<file path="config.mk">
export PLATFORM = sky130hd
export DESIGN_NAME = vid_timing_gen_flat
export DESIGN_NICKNAME = d
export VERILOG_FILES = /design/src/rtl/vid_timing_gen_if.sv /design/src/rtl/vid_timing_gen.sv /design/src/flat_wrapper.sv
export SDC_FILE = /design/constraint.sdc
export NUM_CORES = 1
export LEC_CHECK = 0
export BUFFER_PORTS_ARGS = -buffer_cell sky130_fd_sc_hd__buf_2
export CORE_AREA = 2 2 121 123
export CTS_BUF_LIST = sky130_fd_sc_hd__clkbuf_8
export CTS_CLUSTER_DIAMETER = 30
export CTS_CLUSTER_SIZE = 10
export DETAILED_ROUTE_END_ITERATION = 8
export DIE_AREA = 0 0 123 125
export PLACE_DENSITY = 0.43
export SLEW_MARGIN = 10
export SYNTH_ARGS = -nofsm -noshare
export SYNTH_HDL_FRONTEND = slang
export SYNTH_SLANG_ARGS = --single-unit
</file>
<file path="constraint.sdc">
create_clock -name VID_CLK -period 7.4 [get_ports VID_CLK]
set_input_delay 0.74 -clock VID_CLK [delete_from_list [all_inputs] [get_ports VID_CLK]]
set_output_delay 0.74 -clock VID_CLK [all_outputs]
set_load 0.05 [all_outputs]
</file>
<file path="src/rtl/vid_timing_gen_if.sv">
`default_nettype none
`timescale 1ns/1ps
// ============================================================================
// Module   : vid_timing_gen_if
// Brief    : Pixel-fetch and video-output bundle for vid_timing_gen.
// Revision : 1.0 - initial release
// ============================================================================
interface vid_timing_gen_if;
    logic        EN;
    logic        MODE;
    logic [14:0] PIX_RGB;
    logic        PIX_REQ;
    logic [10:0] PIX_X;
    logic [9:0]  PIX_Y;
    logic [4:0]  VID_R;
    logic [4:0]  VID_G;
    logic [4:0]  VID_B;
    logic        VID_HS;
    logic        VID_VS;
    logic        VID_DE;
    logic        FRAME_START;
    logic        MODE_ACT;

    // master: the timing generator; slave: the pixel source / encoder side
    modport master (
        input  EN, MODE, PIX_RGB,
        output PIX_REQ, PIX_X, PIX_Y, VID_R, VID_G, VID_B,
               VID_HS, VID_VS, VID_DE, FRAME_START, MODE_ACT
    );

    modport slave (
        output EN, MODE, PIX_RGB,
        input  PIX_REQ, PIX_X, PIX_Y, VID_R, VID_G, VID_B,
               VID_HS, VID_VS, VID_DE, FRAME_START, MODE_ACT
    );
endinterface
`default_nettype wire

</file>
<file path="src/rtl/vid_timing_gen.sv">
`default_nettype none
`timescale 1ns/1ps
// ============================================================================
// Module   : vid_timing_gen
// Brief    : Two-set video timing generator with pixel fetch and 2-stage
//            output pipeline (fetch request, then pixel/sync to encoder).
// Revision : 1.0 - initial release
// ============================================================================
module vid_timing_gen #(
    parameter int A_H_ACT  = 640,
    parameter int A_H_FP   = 16,
    parameter int A_H_SYNC = 96,
    parameter int A_H_BP   = 48,
    parameter int A_V_ACT  = 480,
    parameter int A_V_FP   = 10,
    parameter int A_V_SYNC = 2,
    parameter int A_V_BP   = 33,
    parameter int B_H_ACT  = 720,
    parameter int B_H_FP   = 12,
    parameter int B_H_SYNC = 64,
    parameter int B_H_BP   = 68,
    parameter int B_V_ACT  = 576,
    parameter int B_V_FP   = 5,
    parameter int B_V_SYNC = 5,
    parameter int B_V_BP   = 39
) (
    input  wire logic       VID_CLK,
    input  wire logic       VID_RST,
    vid_timing_gen_if.master bus
);

    typedef enum logic [1:0] {
        H_ACTIVE = 2'd0,
        H_FP     = 2'd1,
        H_SYNC   = 2'd2,
        H_BP     = 2'd3
    } h_state_t;

    typedef enum logic [1:0] {
        V_ACTIVE = 2'd0,
        V_FP     = 2'd1,
        V_SYNC   = 2'd2,
        V_BP     = 2'd3
    } v_state_t;

    localparam logic [10:0] c_a_h_act  = 11'(A_H_ACT);
    localparam logic [10:0] c_a_h_fp   = 11'(A_H_FP);
    localparam logic [10:0] c_a_h_sync = 11'(A_H_SYNC);
    localparam logic [10:0] c_a_h_bp   = 11'(A_H_BP);
    localparam logic [9:0]  c_a_v_act  = 10'(A_V_ACT);
    localparam logic [9:0]  c_a_v_fp   = 10'(A_V_FP);
    localparam logic [9:0]  c_a_v_sync = 10'(A_V_SYNC);
    localparam logic [9:0]  c_a_v_bp   = 10'(A_V_BP);
    localparam logic [10:0] c_b_h_act  = 11'(B_H_ACT);
    localparam logic [10:0] c_b_h_fp   = 11'(B_H_FP);
    localparam logic [10:0] c_b_h_sync = 11'(B_H_SYNC);
    localparam logic [10:0] c_b_h_bp   = 11'(B_H_BP);
    localparam logic [9:0]  c_b_v_act  = 10'(B_V_ACT);
    localparam logic [9:0]  c_b_v_fp   = 10'(B_V_FP);
    localparam logic [9:0]  c_b_v_sync = 10'(B_V_SYNC);
    localparam logic [9:0]  c_b_v_bp   = 10'(B_V_BP);

    h_state_t    r_h_state;
    h_state_t    w_h_state_nxt;
    v_state_t    r_v_state;
    v_state_t    w_v_state_nxt;
    logic [10:0] r_hcnt;
    logic [10:0] w_hcnt_nxt;
    logic [9:0]  r_vcnt;
    logic [9:0]  w_vcnt_nxt;

    logic        r_en_d;
    logic        r_mode_act;
    logic        w_en_rise;
    logic        w_mode_eff;

    logic [10:0] w_h_len;
    logic [9:0]  w_v_len;
    logic        w_h_last;
    logic        w_v_last;
    logic        w_line_end;
    logic        w_frame_end;

    logic        w_de0;
    logic        w_hs0;
    logic        w_vs0;
    logic        w_fs0;

    logic        r_pix_req;
    logic [10:0] r_pix_x;
    logic [9:0]  r_pix_y;
    logic        r_hs1;
    logic        r_vs1;
    logic        r_fs1;

    logic        r_vid_de;
    logic        r_vid_hs;
    logic        r_vid_vs;
    logic        r_frame_start;
    logic [4:0]  r_vid_r;
    logic [4:0]  r_vid_g;
    logic [4:0]  r_vid_b;

    // On the first enabled clock MODE is taken directly so the opening
    // phase already uses the requested set.
    assign w_en_rise  = bus.EN && !r_en_d;
    assign w_mode_eff = w_en_rise ? bus.MODE : r_mode_act;

    always_comb begin
        w_h_len = c_a_h_act;
        unique case (r_h_state)
            H_ACTIVE: w_h_len = w_mode_eff ? c_b_h_act  : c_a_h_act;
            H_FP:     w_h_len = w_mode_eff ? c_b_h_fp   : c_a_h_fp;
            H_SYNC:   w_h_len = w_mode_eff ? c_b_h_sync : c_a_h_sync;
            H_BP:     w_h_len = w_mode_eff ? c_b_h_bp   : c_a_h_bp;
            default:  w_h_len = c_a_h_act;
        endcase
    end

    always_comb begin
        w_v_len = c_a_v_act;
        unique case (r_v_state)
            V_ACTIVE: w_v_len = w_mode_eff ? c_b_v_act  : c_a_v_act;
            V_FP:     w_v_len = w_mode_eff ? c_b_v_fp   : c_a_v_fp;
            V_SYNC:   w_v_len = w_mode_eff ? c_b_v_sync : c_a_v_sync;
            V_BP:     w_v_len = w_mode_eff ? c_b_v_bp   : c_a_v_bp;
            default:  w_v_len = c_a_v_act;
        endcase
    end

    assign w_h_last    = (r_hcnt == (w_h_len - 11'd1));
    assign w_v_last    = (r_vcnt == (w_v_len - 10'd1));
    assign w_line_end  = (r_h_state == H_BP) && w_h_last;
    assign w_frame_end = w_line_end && (r_v_state == V_BP) && w_v_last;

    // Next-state logic for both timing FSMs
    always_comb begin
        w_h_state_nxt = r_h_state;
        w_hcnt_nxt    = r_hcnt + 11'd1;
        w_v_state_nxt = r_v_state;
        w_vcnt_nxt    = r_vcnt;

        if (w_h_last) begin
            w_hcnt_nxt = '0;
            unique case (r_h_state)
                H_ACTIVE: w_h_state_nxt = H_FP;
                H_FP:     w_h_state_nxt = H_SYNC;
                H_SYNC:   w_h_state_nxt = H_BP;
                H_BP:     w_h_state_nxt = H_ACTIVE;
                default:  w_h_state_nxt = H_ACTIVE;
            endcase
        end

        if (w_line_end) begin
            if (w_v_last) begin
                w_vcnt_nxt = '0;
                unique case (r_v_state)
                    V_ACTIVE: w_v_state_nxt = V_FP;
                    V_FP:     w_v_state_nxt = V_SYNC;
                    V_SYNC:   w_v_state_nxt = V_BP;
                    V_BP:     w_v_state_nxt = V_ACTIVE;
                    default:  w_v_state_nxt = V_ACTIVE;
                endcase
            end else begin
                w_vcnt_nxt = r_vcnt + 10'd1;
            end
        end

        if (!bus.EN) begin
            w_h_state_nxt = H_ACTIVE;
            w_hcnt_nxt    = '0;
            w_v_state_nxt = V_ACTIVE;
            w_vcnt_nxt    = '0;
        end
    end

    always_ff @(posedge VID_CLK) begin
        if (VID_RST) begin
            r_h_state <= H_ACTIVE;
            r_v_state <= V_ACTIVE;
            r_hcnt    <= '0;
            r_vcnt    <= '0;
        end else begin
            r_h_state <= w_h_state_nxt;
            r_v_state <= w_v_state_nxt;
            r_hcnt    <= w_hcnt_nxt;
            r_vcnt    <= w_vcnt_nxt;
        end
    end

    // Timing set is only switched at a frame boundary or on a fresh start
    always_ff @(posedge VID_CLK) begin
        if (VID_RST) begin
            r_en_d     <= 1'b0;
            r_mode_act <= 1'b0;
        end else begin
            r_en_d <= bus.EN;
            if (bus.EN && (w_en_rise || w_frame_end)) begin
                r_mode_act <= bus.MODE;
            end
        end
    end

    assign w_de0 = (r_h_state == H_ACTIVE) && (r_v_state == V_ACTIVE);
    assign w_hs0 = (r_h_state == H_SYNC);
    assign w_vs0 = (r_v_state == V_SYNC);
    assign w_fs0 = w_de0 && (r_hcnt == 11'd0) && (r_vcnt == 10'd0);

    // Stage 1: fetch request; coordinates hold outside the active area
    always_ff @(posedge VID_CLK) begin
        if (VID_RST || !bus.EN) begin
            r_pix_req <= 1'b0;
            r_pix_x   <= '0;
            r_pix_y   <= '0;
            r_hs1     <= 1'b0;
            r_vs1     <= 1'b0;
            r_fs1     <= 1'b0;
        end else begin
            r_pix_req <= w_de0;
            r_hs1     <= w_hs0;
            r_vs1     <= w_vs0;
            r_fs1     <= w_fs0;
            if (w_de0) begin
                r_pix_x <= r_hcnt;
                r_pix_y <= r_vcnt;
            end
        end
    end

    // Stage 2: pixel returned for the stage-1 request is latched with its syncs
    always_ff @(posedge VID_CLK) begin
        if (VID_RST || !bus.EN) begin
            r_vid_de      <= 1'b0;
            r_vid_hs      <= 1'b0;
            r_vid_vs      <= 1'b0;
            r_frame_start <= 1'b0;
            r_vid_r       <= '0;
            r_vid_g       <= '0;
            r_vid_b       <= '0;
        end else begin
            r_vid_de      <= r_pix_req;
            r_vid_hs      <= r_hs1;
            r_vid_vs      <= r_vs1;
            r_frame_start <= r_fs1;
            r_vid_r       <= r_pix_req ? bus.PIX_RGB[14:10] : 5'd0;
            r_vid_g       <= r_pix_req ? bus.PIX_RGB[9:5]   : 5'd0;
            r_vid_b       <= r_pix_req ? bus.PIX_RGB[4:0]   : 5'd0;
        end
    end

    assign bus.PIX_REQ     = r_pix_req;
    assign bus.PIX_X       = r_pix_x;
    assign bus.PIX_Y       = r_pix_y;
    assign bus.VID_R       = r_vid_r;
    assign bus.VID_G       = r_vid_g;
    assign bus.VID_B       = r_vid_b;
    assign bus.VID_HS      = r_vid_hs;
    assign bus.VID_VS      = r_vid_vs;
    assign bus.VID_DE      = r_vid_de;
    assign bus.FRAME_START = r_frame_start;
    assign bus.MODE_ACT    = r_mode_act;

endmodule
`default_nettype wire
</file>
<file path="src/flat_wrapper.sv">
// flat-port wrapper written by rule: the top's interface ports become plain ports
module vid_timing_gen_flat 
#(
    parameter int A_H_ACT  = 640,
    parameter int A_H_FP   = 16,
    parameter int A_H_SYNC = 96,
    parameter int A_H_BP   = 48,
    parameter int A_V_ACT  = 480,
    parameter int A_V_FP   = 10,
    parameter int A_V_SYNC = 2,
    parameter int A_V_BP   = 33,
    parameter int B_H_ACT  = 720,
    parameter int B_H_FP   = 12,
    parameter int B_H_SYNC = 64,
    parameter int B_H_BP   = 68,
    parameter int B_V_ACT  = 576,
    parameter int B_V_FP   = 5,
    parameter int B_V_SYNC = 5,
    parameter int B_V_BP   = 39
)
  (VID_CLK, VID_RST, bus_EN, bus_MODE, bus_PIX_RGB, bus_PIX_REQ, bus_PIX_X, bus_PIX_Y, bus_VID_R, bus_VID_G, bus_VID_B, bus_VID_HS, bus_VID_VS, bus_VID_DE, bus_FRAME_START, bus_MODE_ACT);
  vid_timing_gen_if bus_i ();
  input  wire logic VID_CLK;
  input  wire logic VID_RST;
  input wire logic [$bits(bus_i.EN)-1:0] bus_EN;
  input wire logic [$bits(bus_i.MODE)-1:0] bus_MODE;
  input wire logic [$bits(bus_i.PIX_RGB)-1:0] bus_PIX_RGB;
  output wire logic [$bits(bus_i.PIX_REQ)-1:0] bus_PIX_REQ;
  output wire logic [$bits(bus_i.PIX_X)-1:0] bus_PIX_X;
  output wire logic [$bits(bus_i.PIX_Y)-1:0] bus_PIX_Y;
  output wire logic [$bits(bus_i.VID_R)-1:0] bus_VID_R;
  output wire logic [$bits(bus_i.VID_G)-1:0] bus_VID_G;
  output wire logic [$bits(bus_i.VID_B)-1:0] bus_VID_B;
  output wire logic [$bits(bus_i.VID_HS)-1:0] bus_VID_HS;
  output wire logic [$bits(bus_i.VID_VS)-1:0] bus_VID_VS;
  output wire logic [$bits(bus_i.VID_DE)-1:0] bus_VID_DE;
  output wire logic [$bits(bus_i.FRAME_START)-1:0] bus_FRAME_START;
  output wire logic [$bits(bus_i.MODE_ACT)-1:0] bus_MODE_ACT;
  assign bus_i.EN = bus_EN;
  assign bus_i.MODE = bus_MODE;
  assign bus_i.PIX_RGB = bus_PIX_RGB;
  assign bus_PIX_REQ = bus_i.PIX_REQ;
  assign bus_PIX_X = bus_i.PIX_X;
  assign bus_PIX_Y = bus_i.PIX_Y;
  assign bus_VID_R = bus_i.VID_R;
  assign bus_VID_G = bus_i.VID_G;
  assign bus_VID_B = bus_i.VID_B;
  assign bus_VID_HS = bus_i.VID_HS;
  assign bus_VID_VS = bus_i.VID_VS;
  assign bus_VID_DE = bus_i.VID_DE;
  assign bus_FRAME_START = bus_i.FRAME_START;
  assign bus_MODE_ACT = bus_i.MODE_ACT;
  vid_timing_gen #(.A_H_ACT(A_H_ACT), .A_H_FP(A_H_FP), .A_H_SYNC(A_H_SYNC), .A_H_BP(A_H_BP), .A_V_ACT(A_V_ACT), .A_V_FP(A_V_FP), .A_V_SYNC(A_V_SYNC), .A_V_BP(A_V_BP), .B_H_ACT(B_H_ACT), .B_H_FP(B_H_FP), .B_H_SYNC(B_H_SYNC), .B_H_BP(B_H_BP), .B_V_ACT(B_V_ACT), .B_V_FP(B_V_FP), .B_V_SYNC(B_V_SYNC), .B_V_BP(B_V_BP)) u_core (.VID_CLK(VID_CLK), .VID_RST(VID_RST), .bus(bus_i));
endmodule
</file>
Yosys cells after proc, flatten, opt, wreduce, memory -nomap -nowiden. Index checks and enable logic that the tools add are counted.

Flip-flop bits (word level): 71. Input bits: 19. Word-level logic and storage cells: 67.

Add/sub/neg operators: 4. Equality and inequality tests: 8. Muxes and demuxes: 14. Bitwise logic cells: 2. Reduce and logical (&&, ||, !) cells: 20.

Operators by type and width (number): 11-bit one-hot mux with 4 select lines (1); 10-bit one-hot mux with 4 select lines (1); 10-bit two-way mux (2); 2-bit one-hot mux with 4 select lines (2); 7-bit two-way mux (2); 11-bit by 1-bit adder with 11-bit output, second input constant (1); 11-bit equality test (1); 11-bit zero test (1); 11-bit by 1-bit subtractor with 11-bit output, second input constant (1); 10-bit by 1-bit adder with 10-bit output, second input constant (1); 10-bit equality test (1); 10-bit zero test (1); 10-bit by 1-bit subtractor with 10-bit output, second input constant (1); 2-bit equality test, second input constant (4); 1-bit logical AND (8); 3-bit two-way mux (2); 6-bit two-way mux (1); 5-bit two-way mux (1); 2-bit by 1-bit equality test with 1-bit output, second input constant (2); 2-bit zero test (2); 4-bit two-way mux (1); 2-bit OR reduction (2); 3-bit OR reduction (1); 1-bit zero test (2); 4 further kinds (6).

Logic depth before layout (Yosys ltp). Gate-level depths: netlist of run 1.

Depth in word-level cells: 12. Depth in mapped cells: 15. Depth with buffers taken out: 14.

Least setup slack after synthesis of run 1. OpenSTA, ideal clock, no wires.

Path kind: in2reg. Start point: input bus_MODE. End point: register u_core.r_vcnt[6]. Library setup time: 0.072 ns. Arrival: 3.591 ns. Data required time: 7.328 ns. Setup slack: 3.737 ns. Stages on the path: 13. Buffers on the path: 2. Cell sequence: and3b_1 > buf_6 > a21o_1 > nand3_1 > ha_1 > or2_2 > a211oi_2 > a2111oi_1 > or4_1 > or2_1 > buf_6 > or4_1 > a21oi_1.

Longest elaborated chain between the ends: 6.

Ends and longest elaborated chain: from (decl) (line flat_wrapper.sv:26) `input wire logic [$bits(bus_i.MODE)-1:0] bus_MODE;`; 1-bit two-way mux * (line vid_timing_gen.sv:107) `assign w_mode_eff = w_en_rise ? bus.MODE : r_mode_act;`; 3-bit two-way mux (tied with other cells) (line vid_timing_gen.sv:125) `V_SYNC: w_v_len = w_mode_eff ? c_b_v_sync : c_a_v_sync;`; 10-bit one-hot mux with 4 select lines / 11-bit one-hot mux with 4 select lines (equally long branches) (line vid_timing_gen.sv:122, vid_timing_gen.sv:111); 10-bit by 1-bit subtractor with 10-bit output / 11-bit by 1-bit subtractor with 11-bit output (equally long branches) (line vid_timing_gen.sv:132, vid_timing_gen.sv:131); 10-bit equality test / 11-bit equality test (equally long branches) (line vid_timing_gen.sv:132, vid_timing_gen.sv:131); 10-bit two-way mux / 1-bit logical AND (equally long branches) (line vid_timing_gen.sv:155, vid_timing_gen.sv:133); to (signal assigned) (line vid_timing_gen.sv:187) `r_vcnt <= w_vcnt_nxt;`; to (decl) (line vid_timing_gen.sv:69) `logic [9:0] r_vcnt;`.

Mark *: on every way between the ends. The rest lies on a longest branch, timed or not. The select of a mux whose other input is x is not followed. A chain may end at the register's enable or synchronous reset.

Worst setup path in the final report of run 1.
Start point: register u_core.r_h_state[0]. End point: register u_core.r_vcnt[9].

Longest elaborated chain between the ends: 5.

Ends and longest elaborated chain: from (decl) (line vid_timing_gen.sv:63) `h_state_t r_h_state;`; from (signal assigned) (line vid_timing_gen.sv:184) `r_h_state <= w_h_state_nxt;`; 2-bit equality test (tied with other cells) (line vid_timing_gen.sv:111, vid_timing_gen.sv:133); 11-bit one-hot mux with 4 select lines (line vid_timing_gen.sv:111) `unique case (r_h_state)`; 11-bit by 1-bit subtractor with 11-bit output (line vid_timing_gen.sv:131) `assign w_h_last = (r_hcnt == (w_h_len - 11'd1));`; 11-bit equality test (line vid_timing_gen.sv:131); 1-bit logical AND * (line vid_timing_gen.sv:133) `assign w_line_end = (r_h_state == H_BP) && w_h_last;`.

Marks and branches as above.

==> results_dict.tcl, run 1 <==
set metrics [dict create \
    netlist_area_um2 3425 \
    met1_length_mm 4.379 \
    ys_top_cells_by_count "dfxtp_1 (71), nand2_1 (58), a21oi_1 (36)" \
    first_iter_violations 144 \
    r2r_slack_ps 3060 \
    syn2layout_area_growth_pct 18.41 \
    synthFlopType "dfxtp_1" \
    reg2reg_depth 12 \
    routedWlPerCell_um 14.98 \
    pre_cts_ws_ps 3102 \
    post-cts-setup-buffers 0 \
    synthTopCellsByArea "dfxtp_1 (42%), nand2_1 (6.4%), ha_1 (5.5%)" \
    worstHoldPathType "flip-flop to flip-flop" \
    critPathKind "flip-flop to flip-flop" \
    finClkSkew_ps 15.66 \
    place.port_buffers 60 \
    die_w_um 123 \
    postSynthCellCount 411 \
    clk_latency_ps 360 \
    grt_start_max_net_pins 28 \
    synth_warnings 0 \
    nFillCells 1556 \
    p_leak_nw 1.631 \
    synth.distinct_cells 54 \
    diodes 0 \
    gp_congestion 0.9088 \
    setup_tns_ps 0 \
    finalInstanceArea_um2 4055 \
    cts_hold_buf 0 \
    layout_worst_path_cycle_share_pct 58.58 \
    vdd_drop_max_mv 0.1011 \
    multi_input_comb_area_um2 1828 \
    root_buffer "clkbuf_8" \
    grt_pass1_vias 3003 \
    track_usage_pct 12.83 \
    max_freq_ghz 0.2307 \
    swShare_pct 25.34 \
    yosys.area.top_type "dfxtp_1" \
    start_util_pct 24.11 \
    critPathMaxFanout 19 \
    worstPathArrival_ps 4620 \
    switching_power_w 0.0001914 \
    placed_cells 630 \
    core.rowCount 44 \
    min_period_ps 4335 \
    drc 0 \
    status "completed" \
    p_per_area_nw_per_um2 186.3 \
    final-setup-viol-count 0 \
    first_pass_iters 4 \
    die_area_um2 15380 \
    die_h_um 125 \
    clkTransAtPathRegs_ps 80 \
    hpwlAfterDp_mm 6.728 \
    core_um2 14200 \
    synth.most_common_cell "dfxtp_1" \
    hold_depth 1 \
    synth_top_cell_area_share_pct 41.51 \
    avgSynthCellArea_um2 8.332 \
    worst_pin_slew_ps 873.1 \
    cts_tree "done" \
    cts.sinks 71 \
    pin_count 61 \
    p_comb_share_pct 5.2 \
    rsz0062_at_grt "no" \
    maxSlewHeadroom_pct 41.65 \
    hold_start "u_core.r_vs1$_SDFF_PP0_" \
    drive_above_1_share_pct 17.97 \
    overflow 0 \
    numCtsBuffers 9 \
    async_flop_share_pct 0 \
    cts_buffer_depth 2 \
    ant_nets 0 \
    end_kind "flip-flop" \
    grt_pass1_wl_mm 15.28 \
    synthesis.nets 445 \
    synth-seq-area-share_pct 41.51 \
    vias_per_cell 4.853 \
    synth_edf_count 0 \
    maxCapViolCount 0 \
    worst_r2r_startpoint "u_core.r_h_state[0]$_SDFFE_PP0N_" \
    ys_seq_elements 71 \
    vias 3135 \
    start_kind "flip-flop" \
    seq_area_um2 1421 \
    fin_nets 491 \
    post_cts_resized 0 \
    internal_power_w 0.0005640 \
    r2r_end "u_core.r_vcnt[9]$_SDFFE_PP0N_" \
    top_layer_used "met4" \
    clockPowerShare_pct 43.3 \
    met2_wirelength_mm 4.404 \
    crit_required_ps 7690 \
    wl_met3_um 649 \
    wirelength_mm 9.677 \
    antenna_found_initial 0 \
    final_max_slew_viol_count 0 \
    htree_levels 3 \
    finalNonFillerCells 646 \
    layout_setup_ws_ps 3065 \
    min_to "u_core.bus.VID_VS$_SDFF_PP0_" \
    power.share.sequential_pct 51.5 \
    placed_area_um2 3847 \
    finalHoldViolCount 0 \
]
## logic make-up after synthesis
kind of cell	count (synthesis)	share of synthesized area, %
xor gates and xnor gates	17	4.348
buffers and inverters	42	5.115
muxes	7	2.083
AOI/OAI and AO/OA	77	14.65
adders and majority gates	15	5.480
DFF	71	41.51
and+or+nand+nor	182	26.82
## metrics by stage
step	hold WS (ps)	total power, W	util [%]
3_5_place_dp	415.3	0.0004380	27.09
2_1_floorplan	405.7	0.0004246	-
3_3_place_gp	419.5	0.0004379	27.09
6_report	429.2	0.0007554	28.55
4_1_cts	434.2	0.0007710	28.55
5_1_grt	452.3	0.0007881	28.55
## per-layer routing
layer / vias up / track usage, %
met2: 92 / 20.90
met5: - / 0
met3: 22 / 3.376
li1: 1543 / -
met4: 0 / 6.283
met1: 1478 / 15.52
## worst max path at each step
stage	from	endpoint	slack, ps
after floorplan	bus_MODE	u_core.r_vcnt[6]$_SDFFE_PP0N_	3740
after global placement	u_core.r_h_state[0]$_SDFFE_PP0N_	u_core.r_vcnt[8]$_SDFFE_PP0N_	3230
after detailed placement	u_core.r_h_state[0]$_SDFFE_PP0N_	u_core.r_vcnt[9]$_SDFFE_PP0N_	3100
after CTS	u_core.r_h_state[0]$_SDFFE_PP0N_	u_core.r_vcnt[9]$_SDFFE_PP0N_	3070
after global routing	u_core.r_h_state[0]$_SDFFE_PP0N_	u_core.r_vcnt[8]$_SDFFE_PP0N_	2760
final	u_core.r_h_state[0]$_SDFFE_PP0N_	u_core.r_vcnt[9]$_SDFFE_PP0N_	3060
## power groups by stage
stage          Combinational (W)  Sequential, W  Clock [W]
2_1_floorplan          0.0000192       0.000405          0
3_5_place_dp           0.0000400       0.000398          0
4_1_cts                0.0000401       0.000389   0.000342
6_report               0.0000393       0.000389   0.000327
5_1_grt                0.0000430       0.000390   0.000355
3_3_place_gp           0.0000399       0.000398          0
## cell type report
| type | count | share of cell area (%) |
|---|---|---|
| multi-input combinational | 298 | 45.08 |
| sequential | 71 | 35.05 |
| timing repair buffer | 61 | 7.590 |
| tap | 184 | 5.677 |
| clock buffer | 10 | 3.394 |
| clock inverter | 6 | 1.728 |
| inverter | 16 | 1.481 |
## registers in the layout (all words and copies together), names as in the netlist
register / cells
u_core.bus.VID_B: 5
u_core.r_h_state: 2
u_core.bus.MODE_ACT: 1
u_core.r_v_state: 2
u_core.bus.PIX_Y: 10
u_core.r_fs1: 1
u_core.bus.FRAME_START: 1
u_core.r_en_d: 1
u_core.bus.VID_R: 5
u_core.bus.PIX_REQ: 1
u_core.r_vs1: 1
u_core.bus.VID_DE: 1
u_core.bus.PIX_X: 11
u_core.bus.VID_G: 5
u_core.bus.VID_HS: 1
u_core.r_hs1: 1
u_core.bus.VID_VS: 1
u_core.r_hcnt: 11
u_core.r_vcnt: 10
## placed cells by master (no fill, tap or decap), types with 10 or more instances in the layout
cell type,n
buf_2,60
nor3_1,11
clkbuf_8,10
dfxtp_1,71
nor2_1,23
a21oi_1,36
nand4_1,10
nand3_1,17
ha_1,15
and3_1,21
inv_1,16
nand2_1,58
and2_1,10
## worst max-delay path, cell delays in order, from the launching register on
cell and delay (ps):
dfxtp_1 410, ha_1 560, inv_1 180, a21oi_1 350
nand2_1 100, ha_1 290, or2_2 320, a211oi_2 180
a2111oi_1 90, or4_1 540, or2_1 490, or4_1 590
a21oi_1 140
Power figures use the tool's default switching activity.
==> run 2: changes to the inputs <==
--- a/config.mk
+++ b/config.mk
@@ -12,7 +12,7 @@
 export CTS_CLUSTER_SIZE = 10
 export DETAILED_ROUTE_END_ITERATION = 8
 export DIE_AREA = 0 0 123 125
-export PLACE_DENSITY = 0.43
+export PLACE_DENSITY = 0.45
 export SLEW_MARGIN = 10
 export SYNTH_ARGS = -nofsm -noshare
 export SYNTH_HDL_FRONTEND = slang
==> constraint.sdc (replaced) <==
create_clock -name VID_CLK -period 3.8 [get_ports VID_CLK]
set_input_delay 0.38 -clock VID_CLK [delete_from_list [all_inputs] [get_ports VID_CLK]]
set_output_delay 0.38 -clock VID_CLK [all_outputs]
set_load 0.05 [all_outputs]
==> run 2 against run 1 <==
Compared with the run above:
- cell area rose by 1.2%
- final cell count up 1.4%
- worst setup slack lost 2800 ps
- sequential power increased by 95%
- routed wire length is 1.5% lower
- flip-flop and latch count did not move
==> results_dict.tcl, run 2 (synthesized netlist as in run 1, its figures left out) <==
set metrics [dict create \
    status "completed" \
    final_cell_mix "dfxtp_1 (71), buf_2 (60), nand2_1 (58)" \
    core_um2 14200 \
    slowest_stage "or4_1" \
    cts_buffer_depth 2 \
    max_freq_ghz 0.2855 \
    max_stage_delay_ps 580 \
    layout_setup_ws_ps 297.1 \
    root_buffer "clkbuf_8" \
    clk_latency_ps 370 \
    critPathMaxFanout 12 \
    die_h_um 125 \
    cts.sinks 71 \
    p_per_area_nw_per_um2 343.5 \
    critPathKind "flip-flop to flip-flop" \
    htree_levels 3 \
    p_leak_nw 1.673 \
    syn2layout_area_growth_pct 19.84 \
    final_max_slew_viol_count 0 \
    grt_start_max_net_pins 28 \
    rsz0062_at_grt "no" \
    diodes 0 \
    clkTransAtPathRegs_ps 80 \
    maxCapViolCount 0 \
    setup_tns_ps 0 \
    vias 3101 \
    first_pass_iters 4 \
    hold_start "bus_PIX_RGB[4]" \
    grt_pass1_wl_mm 15.61 \
    min_period_ps 3503 \
    wirelength_mm 9.530 \
    ant_nets 0 \
    vias_per_cell 4.734 \
    gp_congestion 0.8419 \
    start_kind "flip-flop" \
    first_iter_violations 152 \
    fin_nets 500 \
    drc 0 \
    die_w_um 123 \
    start_util_pct 24.11 \
    final_common_cell "dfxtp_1" \
    worstHoldPathType "input port to flip-flop" \
    crit_end "u_core.r_vcnt[8]$_SDFFE_PP0N_" \
    antenna_found_initial 0 \
    pre_cts_ws_ps 178.4 \
    die_area_um2 15380 \
    r2r_end "u_core.r_vcnt[8]$_SDFFE_PP0N_" \
    final-setup-viol-count 0 \
    overflow 0 \
    place.port_buffers 60 \
    maxSlewHeadroom_pct 46.38 \
    routedWlPerCell_um 14.55 \
    path_cells "inv_1, ha_1, a21oi_1, nand2_1, ha_1, or2_2, a211oi_2, a2111oi_1, or4_1, or2_4, or4_1, a21oi_1" \
    vdd_drop_max_mv 0.1265 \
    reg2reg_depth 12 \
    grt_pass1_vias 3030 \
    numCtsBuffers 9 \
    end_kind "flip-flop" \
    power_w 0.001410 \
    worst_r2r_startpoint "u_core.r_h_state[0]$_SDFFE_PP0N_" \
    drive_above_1_share_pct 19.75 \
    worst_pin_slew_ps 802.4 \
    r2r_slack_ps 300 \
    layout_worst_path_cycle_share_pct 92.18 \
    worstPathArrival_ps 3790 \
    finClkSkew_ps 9.965 \
    track_usage_pct 12.99 \
    hpwlAfterDp_mm 6.770 \
    cts_tree "done" \
    finalHoldViolCount 0 \
    pin_count 61 \
    crit_required_ps 4090 \
    worstSetupStartpoint "u_core.r_h_state[0]$_SDFFE_PP0N_" \
    core.rowCount 44 \
]
[run 2: changes by cell type in the layout (fill, tap and decap cells not counted), sizes merged]
cell      previous run  this run
clkinvlp             3         2
clkinv               2         1
bufinv               1         0
inv                 16        18
clkbuf              10        11
buf                 61        70
[run 2: stage by stage]
stage	util [%]	cell area (µm²)	hold WS [ps]	cells
detailed placement	27.56	3915	417.4	639
finish	28.89	4104	248.8	655
floorplan	-	3425	405.7	411
CTS	28.86	4099	224.3	655
global placement	27.56	3915	419.8	639
global route	28.89	4104	217.4	655
[run 2: timing repair]
action	4_1_cts	5_1_grt
resized for setup	0	2
hold buffers	0	0
setup buffers	0	0
setup endpoints to repair	0	14
[run 2: how the worst min path moves through the flow]
stage | depth (start not counted) | endpoint | slack [ps]
6_report | 2 | u_core.bus.VID_B[4]$_SDFF_PP0_ | 250
3_3_place_gp | 1 | u_core.bus.VID_HS$_SDFF_PP0_ | 420
3_5_place_dp | 1 | u_core.bus.VID_HS$_SDFF_PP0_ | 420
2_1_floorplan | 1 | u_core.bus.FRAME_START$_SDFF_PP0_ | 410
4_1_cts | 2 | u_core.bus.VID_B[4]$_SDFF_PP0_ | 220
5_1_grt | 2 | u_core.bus.VID_B[4]$_SDFF_PP0_ | 220
[run 2: final cells by class]
type,instances,area [µm²]
Fill cell,1544,10100
Multi-Input combinational cell,298,1833
Sequential cell,71,1421
Timing Repair Buffer,70,375.4
Tap cell,184,230.2
Clock buffer,11,151.4
Inverter,16,60.06
Clock inverter,5,32.53
[run 2: critical path: cells and delay by family (launching register included)]
family / cells / cell delay (ps)
flops: 1 / 420
buf+inv: 1 / 90
compound gates: 4 / 610
simple gates: 5 / 1790
fa+ha+maj: 2 / 500
[run 2: metal layers]
metal	vias to the layer above	wire length (µm)	GRT usage, %
met5	-	0	0
met4	0	159	4.144
met3	12	602	4.425
met2	81	4324	20.99
met1	1455	4444	16.17
li1	1553	-	-
[run 2: where the power goes]
group / internal (W) / switching [W] / total, W
sequential: 0.000750 / 0.00000707 / 0.000758
combinational: 0.0000269 / 0.0000517 / 0.0000786
clock: 0.000271 / 0.000302 / 0.000573
